## src/rtl/alu_share_arbiter.sv

```systemverilog
// Round-robin share of one single-cycle ALU among NUM_REQ requesters, one-entry response buffer.
// Latency 1 cycle accept->response; no request accepted while the buffer is full and rsp_ready is low.
package alu_share_pkg;
    typedef logic [31:0] word_t;
    typedef logic [3:0]  alu_ctrl_t;

    localparam alu_ctrl_t ALU_AND = 4'h0;
    localparam alu_ctrl_t ALU_OR  = 4'h1;
    localparam alu_ctrl_t ALU_ADD = 4'h2;
    localparam alu_ctrl_t ALU_SUB = 4'h6;
endpackage

module alu_share_arbiter
    import alu_share_pkg::*;
#(
    parameter int NUM_REQ = 2,
    parameter int ID_W    = $clog2(NUM_REQ)
) (
    input  logic                      clk,
    input  logic                      rst_n,
    input  logic [NUM_REQ-1:0]        req_valid,
    output logic [NUM_REQ-1:0]        req_ready,
    input  alu_ctrl_t [NUM_REQ-1:0]   req_alu_ctrl,
    input  word_t [NUM_REQ-1:0]       req_rd1,
    input  word_t [NUM_REQ-1:0]       req_rd2,
    input  word_t [NUM_REQ-1:0]       req_imm32,
    input  logic [NUM_REQ-1:0]        req_alu_src,
    output alu_ctrl_t                 alu_ctrl_o,
    output word_t                     alu_rd1_o,
    output word_t                     alu_rd2_o,
    output word_t                     alu_imm32_o,
    output logic                      alu_src_o,
    input  word_t                     alu_out_i,
    input  logic                      alu_zero_i,
    output logic                      rsp_valid,
    input  logic                      rsp_ready,
    output logic [ID_W-1:0]           rsp_id,
    output word_t                     rsp_result,
    output logic                      rsp_zero
);

    logic [ID_W-1:0] rr_ptr;
    logic [ID_W-1:0] gnt_id;
    logic            gnt_any;
    logic            slot_free;
    logic            accept;
    int              idx;

    assign slot_free = !rsp_valid || rsp_ready;
    assign accept    = gnt_any && slot_free;

    // Scan from the farthest offset down so the closest valid index to rr_ptr wins.
    always_comb begin
        gnt_any = 1'b0;
        gnt_id  = '0;
        idx     = 0;
        for (int off = NUM_REQ - 1; off >= 0; off--) begin
            idx = int'(rr_ptr) + off;
            if (idx >= NUM_REQ) begin
                idx = idx - NUM_REQ;
            end
            if (req_valid[idx]) begin
                gnt_any = 1'b1;
                gnt_id  = ID_W'(idx);
            end
        end
    end

    always_comb begin
        req_ready = '0;
        if (rst_n && accept) begin
            req_ready[gnt_id] = 1'b1;
        end
    end

    always_comb begin
        alu_ctrl_o  = ALU_ADD;
        alu_rd1_o   = '0;
        alu_rd2_o   = '0;
        alu_imm32_o = '0;
        alu_src_o   = 1'b0;
        if (gnt_any) begin
            alu_ctrl_o  = req_alu_ctrl[gnt_id];
            alu_rd1_o   = req_rd1[gnt_id];
            alu_rd2_o   = req_rd2[gnt_id];
            alu_imm32_o = req_imm32[gnt_id];
            alu_src_o   = req_alu_src[gnt_id];
        end
    end

    always_ff @(posedge clk or negedge rst_n) begin
        if (!rst_n) begin
            rsp_valid  <= 1'b0;
            rsp_id     <= '0;
            rsp_result <= '0;
            rsp_zero   <= 1'b0;
            rr_ptr     <= '0;
        end else if (accept) begin
            rsp_valid  <= 1'b1;
            rsp_id     <= gnt_id;
            rsp_result <= alu_out_i;
            rsp_zero   <= alu_zero_i;
            rr_ptr     <= (gnt_id == ID_W'(NUM_REQ - 1)) ? '0 : gnt_id + 1'b1;
        end else if (rsp_ready) begin
            rsp_valid  <= 1'b0;
        end
    end

endmodule

```

## config.mk

```make
export PLATFORM = sky130hd
export DESIGN_NAME = alu_share_arbiter
export DESIGN_NICKNAME = d
export VERILOG_FILES = /design/src/rtl/alu_share_arbiter.sv
export SDC_FILE = /design/constraint.sdc
export NUM_CORES = 1
export LEC_CHECK = 0
export CAP_MARGIN = 20
export CORE_AREA = 5 5 143 145
export DETAILED_ROUTE_END_ITERATION = 6
export DIE_AREA = 0 0 148 150
export GPL_TIMING_DRIVEN = 0
export HOLD_SLACK_MARGIN = 0.06
export MAX_ROUTING_LAYER = met4
export SETUP_SLACK_MARGIN = 0.5
export SYNTH_ARGS = -nofsm -noshare
export SYNTH_HDL_FRONTEND = slang
export SYNTH_SLANG_ARGS = --single-unit
```

## constraint.sdc

```tcl
create_clock -name clk -period 1.45 [get_ports clk]
set_clock_uncertainty 0.1 [all_clocks]
set_input_delay 0.29 -clock clk [delete_from_list [all_inputs] [get_ports clk]]
set_output_delay 0.29 -clock clk [all_outputs]
set_load 0.02 [all_outputs]
```

==> results of run 1 <==
## path summary, 6_finish.rpt
kind	depth (start not counted)	slack (ns)	end	from
worst max-delay path	6	-0.66	alu_rd2_o[22]	rr_ptr
worst min-delay path	1	-0.09	rsp_result[14]	rst_n
worst max register to register	7	-0.24	rsp_result[30]	rsp_valid
worst min register to register	1	0.43	rsp_result[31]	rsp_result[31]
max in group asynchronous	1	0.95	rr_ptr	rst_n
min in group clk	3	0.24	rsp_valid	req_valid[0]
## cells in the mapped netlist
cell type,count,area (µm²)
nand2_1,1,3.75
a21oi_1,3,15.0
a22o_1,100,876
mux2_4,30,450
clkbuf_1,1,3.75
a22oi_1,1,7.51
nand2b_4,1,13.8
mux2_2,3,33.8
buf_12,3,60.1
buf_4,1,7.51
dfrtp_1,36,901
a21boi_2,2,22.5
nor2_1,1,3.75
and3_2,1,7.51
inv_1,3,11.3
o21a_1,1,7.51
a31oi_1,1,6.26
buf_6,2,22.5
and3_1,1,6.26
buf_2,20,100
## cells by family (layout without fill, tap and decap cells)
kind of cell,Yosys count,after routing
AOI/OAI and AO/OA,108,108
DFF,36,36
muxes,33,33
buffers and inverters,30,446
and+or+nand+nor,5,5
other,0,5
## stage by stage
step                      power (µW)  setup TNS, ns  setup WS, ns  hold slack [ns]
after CTS                       6260         -81.73        -0.731           0.0443
after global routing            6780         -76.12        -0.730          -0.0434
after global placement          5010        -183.78         -1.95            0.395
after floorplan                 3150          -5.72       -0.0945           -0.106
final                           6500         -68.30        -0.661          -0.0898
after detailed placement        5040        -155.24         -1.52            0.346
## area by class of cell
| class | instances | share of cell area |
|---|---|---|
| Timing Repair Buffer | 408 | 0.504 |
| Multi-Input combinational cell | 146 | 0.277 |
| Sequential cell | 36 | 0.109 |
| Buffer | 27 | 0.0506 |
| Tap cell | 238 | 0.0360 |
| Clock buffer | 5 | 0.0151 |
| Clock inverter | 3 | 0.00515 |
| Antenna cell | 5 | 0.00151 |
| Inverter | 3 | 0.00136 |
## layer usage
layer	GRT usage	wire length (µm)
met5	-	0
met4	0.0199	191
met3	0.0436	1620
met2	0.258	9470
met1	0.170	7090
## what timing repair did
action | 4_1_cts | 5_1_grt
endpoints found under the hold margin | 36 | 36
endpoints found under the setup margin | 174 | 176
resized for setup | 359 | 293
gates cloned | 0 | 7
setup buffers | 1 | 23
pin swaps | 7 | 9
## sequential cells by signal, indices dropped and copies added, names as in the netlist
name and count:
rsp_id 1, rsp_zero 1, rr_ptr 1, rsp_result 32, rsp_valid 1
## where the power goes
group / leakage (µW) / internal, µW / switching [µW]
sequential: 0.000416 / 1150 / 121
combinational: 0.00316 / 2380 / 1630
clock: 0.0000798 / 807 / 415
total: 0.00366 / 4340 / 2170
==> impl_metrics.env, run 1 <==
export IMPL_finalCriticalPeriod_ns=2.11
export IMPL_grt_pass1_wl_um=24600
export IMPL_gp_congestion=0.835
export IMPL_drc_errors=0
export IMPL_cpMaxStageDelayCell="dfrtp_2"
export IMPL_rsz0062_at_grt="yes"
export IMPL_postSynthAreaPerCell_um2=12.1
export IMPL_stdcell_area_um2=8260
export IMPL_vias=3712
export IMPL_antenna_found_initial=4
export IMPL_p_leak_uw=0.00366
export IMPL_crit_family="buffers and inverters"
export IMPL_multi_input_area_um2=2290
export IMPL_final_util=0.433
export IMPL_grt_overflow=0
export IMPL_dp_hpwl_um=15000
export IMPL_wire_per_inst_um=21.1
export IMPL_numPortBuffers=377
export IMPL_dp_cells=827
export IMPL_stdcell_count=871
export IMPL_drtAntennaViolNets=0
export IMPL_path_buf_inv=4
export IMPL_die_w_um=148
export IMPL_yosys_area_share_adder=0
export IMPL_die_area_um2=22200
export IMPL_placed_area_um2=7560
export IMPL_syn_nets=452
export IMPL_power_density_nw_per_um2=787
export IMPL_cts_path_max_buffers=2
export IMPL_holdWs_ns=-0.0898
export IMPL_synthSimpleGateAreaFrac=0.0137
export IMPL_hold_viol=36
export IMPL_crit_chain="a21boi_4 -> buf_12 -> clkbuf_16 -> buf_8 -> a22o_4 -> clkdlybuf4s15_2"
export IMPL_critPathRequiredTime_ns=1.06
export IMPL_start_kind="register"
export IMPL_cts_tree="built"
export IMPL_drive_above_1_share=0.543
export IMPL_crit_path_max_incr_delay_ns=0.44
export IMPL_coreArea_um2=19100
export IMPL_critPathKind="register to output pin"
export IMPL_synth_yosys_seq_area_share=0.352
export IMPL_rows=51
export IMPL_ys_ff_latch=36
export IMPL_htree_levels=2
export IMPL_maxCapViolCount=0
export IMPL_cp_max_fo=10
export IMPL_drt_wl_total_um=18400
export IMPL_clk_pin_slew_worst_paths_ns=0.06
export IMPL_cts_buffers=5
export IMPL_min_path_type="primary input to async pin"
export IMPL_num_io_pins=378
export IMPL_min_period_over_period=1.46
export IMPL_setup_viol=137
export IMPL_mostFrequentLayoutCells="clkdlybuf4s50_1, a22o_4, buf_6"
export IMPL_fmaxAchievable_mhz=474
export IMPL_netlist_instances=212
export IMPL_ys_warn_count=0
export IMPL_fin_ws_ns=-0.661
export IMPL_synth_distinct_cells=20
export IMPL_synth_xor_xnor_area_share=0
export IMPL_die_height_um=150
export IMPL_status="finished, violations left"
export IMPL_tightest_slew_ns=0.520
export IMPL_synth_compound_area_frac=0.365
export IMPL_first_pass_iters=4
export IMPL_slew_headroom=0.653
export IMPL_fillers=1773
export IMPL_vias_per_cell=4.26
export IMPL_syn_area_um2=2560
export IMPL_cts_sinks=36
export IMPL_arrival_ns=1.72
export IMPL_clk_insertion_delay_late_ns=0.28
export IMPL_end_kind="output pin"
export IMPL_muxShareOfSynthArea=0.189
export IMPL_fin_nets=867
export IMPL_violations="negative hold slack, negative setup slack"
export IMPL_drtIter0Drc=58
export IMPL_grt_max_degree=39
export IMPL_grt_pass1_vias=4025
export IMPL_cts_root_buf="clkbuf_16"
export IMPL_syn_to_final_growth_pct=223
export IMPL_ir_drop_uv=683
export IMPL_grt_usage=0.147
export IMPL_final_common_cell="clkdlybuf4s50_1"
export IMPL_synth_top_family_by_area="compound AO/OA/AOI/OAI gates"
export IMPL_seq_area_um2=903
export IMPL_initial_utilization=0.134
export IMPL_slew_viol_final=0
Note: power is estimated with default switching activity, not from simulation.
==> inputs of run 2 (changes only) <==
CORE_AREA = 5 5 146 148   (was 5 5 143 145)
DIE_AREA = 0 0 151 153   (was 0 0 148 150)
DONT_BUFFER_PORTS = 1   (was default)
==> run 2 against run 1 <==
  * The run still ends with negative hold slack, negative setup slack left
  * Sequential share of layout area rose by 8.8 points
  * Critical path depth unchanged
  * Clock power down 18%
  * Count of clock-buffer cells in the layout stayed put
  * Total power fell by 24%
  * Fmax increased by 5.6%
  * Combinational power decreased by 39%
  * Worst hold slack got worse by 0.30 ns
  * Cell count down 41%
  * Non-clock buffer count down 379
  * Sequential cell count unchanged
==> impl_metrics.env, run 2 (synthesis results as in run 1) <==
export IMPL_grt_usage=0.118
export IMPL_cts_tree="built"
export IMPL_switching_share=0.369
export IMPL_end_kind="output pin"
export IMPL_vias_per_cell=4.26
export IMPL_largest_reg_flops=32
export IMPL_holdWs_ns=-0.392
export IMPL_pwr_share_seq=0.300
export IMPL_critPathRequiredTime_ns=1.06
export IMPL_drive_above_1_share=0.960
export IMPL_setup_viol=137
export IMPL_p_int_uw=3100
export IMPL_arrival_ns=1.61
export IMPL_top_register="rsp_result"
export IMPL_rsz0062_at_grt="yes"
export IMPL_clockPowerShare=0.204
export IMPL_slew_viol_final=0
export IMPL_final_common_cell="a22o_4"
export IMPL_grt_max_degree=39
export IMPL_mostFrequentLayoutCells="a22o_4, dfrtp_2, mux2_4"
export IMPL_fmaxAchievable_mhz=500
export IMPL_die_w_um=151
export IMPL_cts_root_buf="clkbuf_16"
export IMPL_antenna_found_initial=0
export IMPL_first_pass_iters=4
export IMPL_coreArea_um2=19900
export IMPL_path_buf_inv=4
export IMPL_tightest_slew_ns=0.234
export IMPL_clk_insertion_delay_late_ns=0.27
export IMPL_fillers=2077
export IMPL_cts_sinks=36
export IMPL_comb_power_share=0.496
export IMPL_fin_nets=488
export IMPL_drtAntennaViolNets=0
export IMPL_stdcell_area_um2=4790
export IMPL_cts_buffers=5
export IMPL_p_leak_uw=0.00206
export IMPL_drc_errors=0
export IMPL_vias=2209
export IMPL_crit_top_cell="buf_12"
export IMPL_min_path_type="primary input to async pin"
export IMPL_grt_pass1_wl_um=19100
export IMPL_cpMaxStageDelayCell="dfrtp_1"
export IMPL_initial_utilization=0.129
export IMPL_crit_family="buffers and inverters"
export IMPL_placed_area_um2=3830
export IMPL_seq_area_um2=945
export IMPL_num_io_pins=378
export IMPL_gp_congestion=0.752
export IMPL_status="finished, violations left"
export IMPL_die_area_um2=23100
export IMPL_drt_wl_total_um=14900
export IMPL_finalCriticalPeriod_ns=2.00
export IMPL_power_density_nw_per_um2=1030
export IMPL_worst_r2r_setup_slack_ns=-0.30
export IMPL_finalPower_uw=4910
export IMPL_drtIter0Drc=76
export IMPL_maxCapViolCount=0
export IMPL_wire_per_inst_um=28.8
export IMPL_syn_to_final_growth_pct=87.0
export IMPL_multi_input_area_um2=2380
export IMPL_critPathKind="register to output pin"
export IMPL_htree_levels=2
export IMPL_slew_headroom=0.844
export IMPL_diodes=0
export IMPL_grt_pass1_vias=2530
export IMPL_rows=52
export IMPL_p_switching_uw=1810
export IMPL_ir_drop_uv=554
export IMPL_clk_pin_slew_worst_paths_ns=0.05
export IMPL_die_height_um=153
export IMPL_start_kind="register"
export IMPL_violations="negative hold slack, negative setup slack"
export IMPL_crit_chain="buf_6 -> a21boi_4 -> buf_12 -> buf_12 -> buf_12 -> a22o_4"
export IMPL_min_period_over_period=1.38
export IMPL_grt_overflow=0
export IMPL_cts_hold_buf=2
export IMPL_dp_hpwl_um=12400
export IMPL_cp_max_fo=10
export IMPL_hold_viol=36
export IMPL_fin_ws_ns=-0.549
export IMPL_crit_path_max_incr_delay_ns=0.42
export IMPL_numPortBuffers=0
export IMPL_cts_path_max_buffers=2
[run 2: changes by cell type in the layout (fill, tap and decap cells not counted), sizes merged, moves of 2 or more]
cell,delta
dlymetal6s4s,+2
clkbuf,-8
buf,-88
diode,-5
clkdlybuf4s50,-235
clkdlybuf4s15,-48
[run 2: layout make-up]
type | count | share of cell area
inverters | 3 | 0.00235
repair buffers | 29 | 0.110
flip-flops and latches | 36 | 0.197
plain buffers | 27 | 0.0946
clock inverters | 2 | 0.00261
clock buffers | 5 | 0.0261
well taps | 270 | 0.0706
multi-input cells | 146 | 0.496
[run 2: metal layers]
| layer | part of all wire | vias to the layer above | GRT usage | wire length (µm) |
|---|---|---|---|---|
| met3 | 0.11 | 11 | 0.0438 | 1600 |
| met1 | 0.35 | 1069 | 0.121 | 5220 |
| li1 | - | 934 | - | - |
| met2 | 0.54 | 195 | 0.218 | 8020 |
| met5 | 0 | - | - | 0 |
| met4 | 0.0060 | 0 | 0.0138 | 89 |
[run 2: repair_timing]
item,in CTS,in global routing
resized for setup,63,41
setup buffers,13,4
hold endpoints to repair,59,61
setup endpoints to repair,174,174
cloned,5,5
pin swaps,6,12
[run 2: per-stage QoR]
| stage | hold slack (ns) | instances | util | TNS, ns | setup WS [ns] |
|---|---|---|---|---|---|
| floorplan | -0.106 | 212 | - | -5.72 | -0.0945 |
| global placement | -0.104 | 482 | 0.193 | -30.45 | -0.334 |
| detailed placement | -0.104 | 482 | 0.193 | -31.45 | -0.363 |
| CTS | -0.397 | 509 | 0.228 | -62.05 | -0.587 |
| global route | -0.406 | 518 | 0.240 | -68.38 | -0.613 |
| finish | -0.392 | 518 | 0.240 | -59.50 | -0.549 |
[run 2: power by group through the flow]
stage               combinational [µW]  sequential [µW]  clock, µW
floorplan                         1740             1410          0
finish                            2440             1470       1000
CTS                               2340             1460       1030
global placement                  1960             1460          0
global route                      2540             1490       1080
detailed placement                1980             1460          0
[run 2: worst paths after layout]
check,start,endpoint,depth (start not counted)
worst max-delay path,rr_ptr,alu_rd2_o[20],6
max in group asynchronous,rst_n,rsp_result[25],0
min in group clk,alu_out_i[3],rsp_result[3],1
worst max register to register,rsp_valid,rsp_result[22],8
worst min-delay path,rst_n,rsp_result[27],0
worst min register to register,rsp_result[26],rsp_result[26],1
==> inputs of run 3 (changes only) <==
CTS_CLUSTER_SIZE = 25   (was default)
SKIP_CTS_REPAIR_TIMING = 1   (was default)
==> run 3 against run 2 <==
  * The flow still finishes with violations (negative hold slack, negative setup slack)
  * Highest routed layer unchanged
  * Clock power is essentially flat
  * Largest power group unchanged
  * First-iteration DRC count down 3.9%
  * Largest cell class unchanged
  * Count of clock-buffer cells in the layout unchanged
  * Fmax is 1.1% higher
  * Non-clock buffer count is 13 lower
  * Worst setup slack better by 0.023 ns
  * Combinational power shrank 9.4%
  * Register-to-register slack better by 0.09 ns
==> impl_metrics.env, run 3 (synthesis results as in run 1) <==
export IMPL_status="finished, violations left"
export IMPL_violations="negative hold slack, negative setup slack"
export IMPL_crit_path_max_incr_delay_ns=0.44
export IMPL_first_pass_iters=4
export IMPL_pwr_share_seq=0.315
export IMPL_p_int_uw=2920
export IMPL_rows=52
export IMPL_setup_viol=136
export IMPL_num_io_pins=378
export IMPL_clk_pin_slew_worst_paths_ns=0.05
export IMPL_diodes=0
export IMPL_fin_nets=475
export IMPL_grt_pass1_vias=2417
export IMPL_slew_viol_final=0
export IMPL_maxCapViolCount=0
export IMPL_fillers=2120
export IMPL_seq_area_um2=945
export IMPL_drtIter0Drc=73
export IMPL_numPortBuffers=0
export IMPL_ir_drop_uv=542
export IMPL_vias=2162
export IMPL_clockPowerShare=0.215
export IMPL_critPathRequiredTime_ns=1.06
export IMPL_start_kind="register"
export IMPL_grt_max_degree=39
export IMPL_coreArea_um2=19900
export IMPL_critPathKind="register to output pin"
export IMPL_cts_sinks=36
export IMPL_dp_hpwl_um=12400
export IMPL_multi_input_area_um2=2370
export IMPL_wire_per_inst_um=28.8
export IMPL_power_density_nw_per_um2=1050
export IMPL_drive_above_1_share=0.966
export IMPL_comb_power_share=0.470
export IMPL_clk_insertion_delay_late_ns=0.27
export IMPL_r2r_cells=6
export IMPL_fin_ws_ns=-0.527
export IMPL_top_register="rsp_result"
export IMPL_mostFrequentLayoutCells="a22o_4, dfrtp_2, mux2_4"
export IMPL_syn_to_final_growth_pct=73.6
export IMPL_dp_cells=482
export IMPL_worstReg2RegStart="rsp_valid"
export IMPL_cpMaxStageDelayCell="dfrtp_1"
export IMPL_worst_r2r_setup_slack_ns=-0.21
export IMPL_antenna_found_initial=0
export IMPL_slew_headroom=0.805
export IMPL_initial_utilization=0.129
export IMPL_rsz0062_at_grt="yes"
export IMPL_cts_path_max_buffers=2
export IMPL_switching_share=0.377
export IMPL_gp_congestion=0.752
export IMPL_end_kind="output pin"
export IMPL_tightest_slew_ns=0.292
export IMPL_htree_levels=2
export IMPL_holdWs_ns=-0.393
export IMPL_min_path_type="primary input to async pin"
export IMPL_r2r_end="rsp_result[10]"
export IMPL_fmaxAchievable_mhz=506
export IMPL_die_area_um2=23100
export IMPL_cts_root_buf="clkbuf_16"
export IMPL_grt_pass1_wl_um=18100
export IMPL_drc_errors=0
export IMPL_grt_overflow=0
export IMPL_drtAntennaViolNets=0
export IMPL_hold_viol=36
export IMPL_finalCriticalPeriod_ns=1.98
export IMPL_arrival_ns=1.59
export IMPL_final_common_cell="a22o_4"
export IMPL_grt_usage=0.110
export IMPL_stdcell_count=505
export IMPL_grt_busiest_layer="met2"
export IMPL_crit_chain="a21boi_4 -> buf_12 -> buf_12 -> buf_4 -> a22o_4"
export IMPL_p_switching_uw=1770
export IMPL_die_height_um=153
export IMPL_use_met1=0.111
export IMPL_cts_buffers=5
export IMPL_largest_reg_flops=32
export IMPL_grt_use_met3=0.0438
export IMPL_cts_tree="built"
export IMPL_die_w_um=151
export IMPL_use_met2=0.204
export IMPL_cp_max_fo=10
export IMPL_drt_wl_total_um=14500
export IMPL_p_leak_uw=0.00190
export IMPL_vias_per_cell=4.28
export IMPL_min_period_over_period=1.36
export IMPL_final_util=0.223
export IMPL_crit_top_cell="buf_12"
-- run 3: worst max-delay path by stage --
stage,from,endpoint
4_1_cts,rr_ptr,alu_rd2_o[20]
6_report,rr_ptr,alu_rd2_o[20]
5_1_grt,rr_ptr,alu_rd2_o[20]
2_1_floorplan,rsp_valid,rsp_result[0]
3_5_place_dp,rr_ptr,alu_rd2_o[20]
3_3_place_gp,rr_ptr,alu_rd2_o[20]
-- run 3: power groups by stage --
stage / logic [µW] / registers [µW] / clock network [µW]
global route: 2300 / 1500 / 1080
CTS: 1990 / 1450 / 1030
floorplan: 1740 / 1410 / 0
detailed placement: 1980 / 1460 / 0
global placement: 1960 / 1460 / 0
finish: 2210 / 1480 / 1010
-- run 3: per-stage QoR --
step	TNS, ns	setup WS [ns]	instance area, µm²	power (µW)
2_1_floorplan	-5.72	-0.0945	3500	3150
3_3_place_gp	-30.45	-0.334	3830	3420
3_5_place_dp	-31.45	-0.363	3830	3440
4_1_cts	-62.99	-0.672	3970	4470
5_1_grt	-60.87	-0.591	4440	4880
6_report	-51.76	-0.527	4440	4690
-- run 3: area by class of cell --
type,count,share of cell area
multi-input cells,146,0.533
repair buffers,16,0.0557
inverters,3,0.00253
flip-flops and latches,36,0.213
clock buffers,5,0.0282
clock inverters,2,0.00282
well taps,270,0.0760
plain buffers,27,0.0892
-- run 3: metal layers --
layer / wire length [µm] / vias to the layer above / part of all wire
met5: 0 / - / 0
met4: 96 / 0 / 0.0066
met3: 1590 / 11 / 0.11
met2: 7740 / 195 / 0.53
met1: 5090 / 1054 / 0.35
li1: - / 902 / -
-- run 3: worst max-delay path: cells and delay by family (launching register included) --
kind	cells	cell delay [ns]
AO/OA/AOI/OAI	2	0.39
flip-flops	1	0.44
buffers and inverters	3	0.47
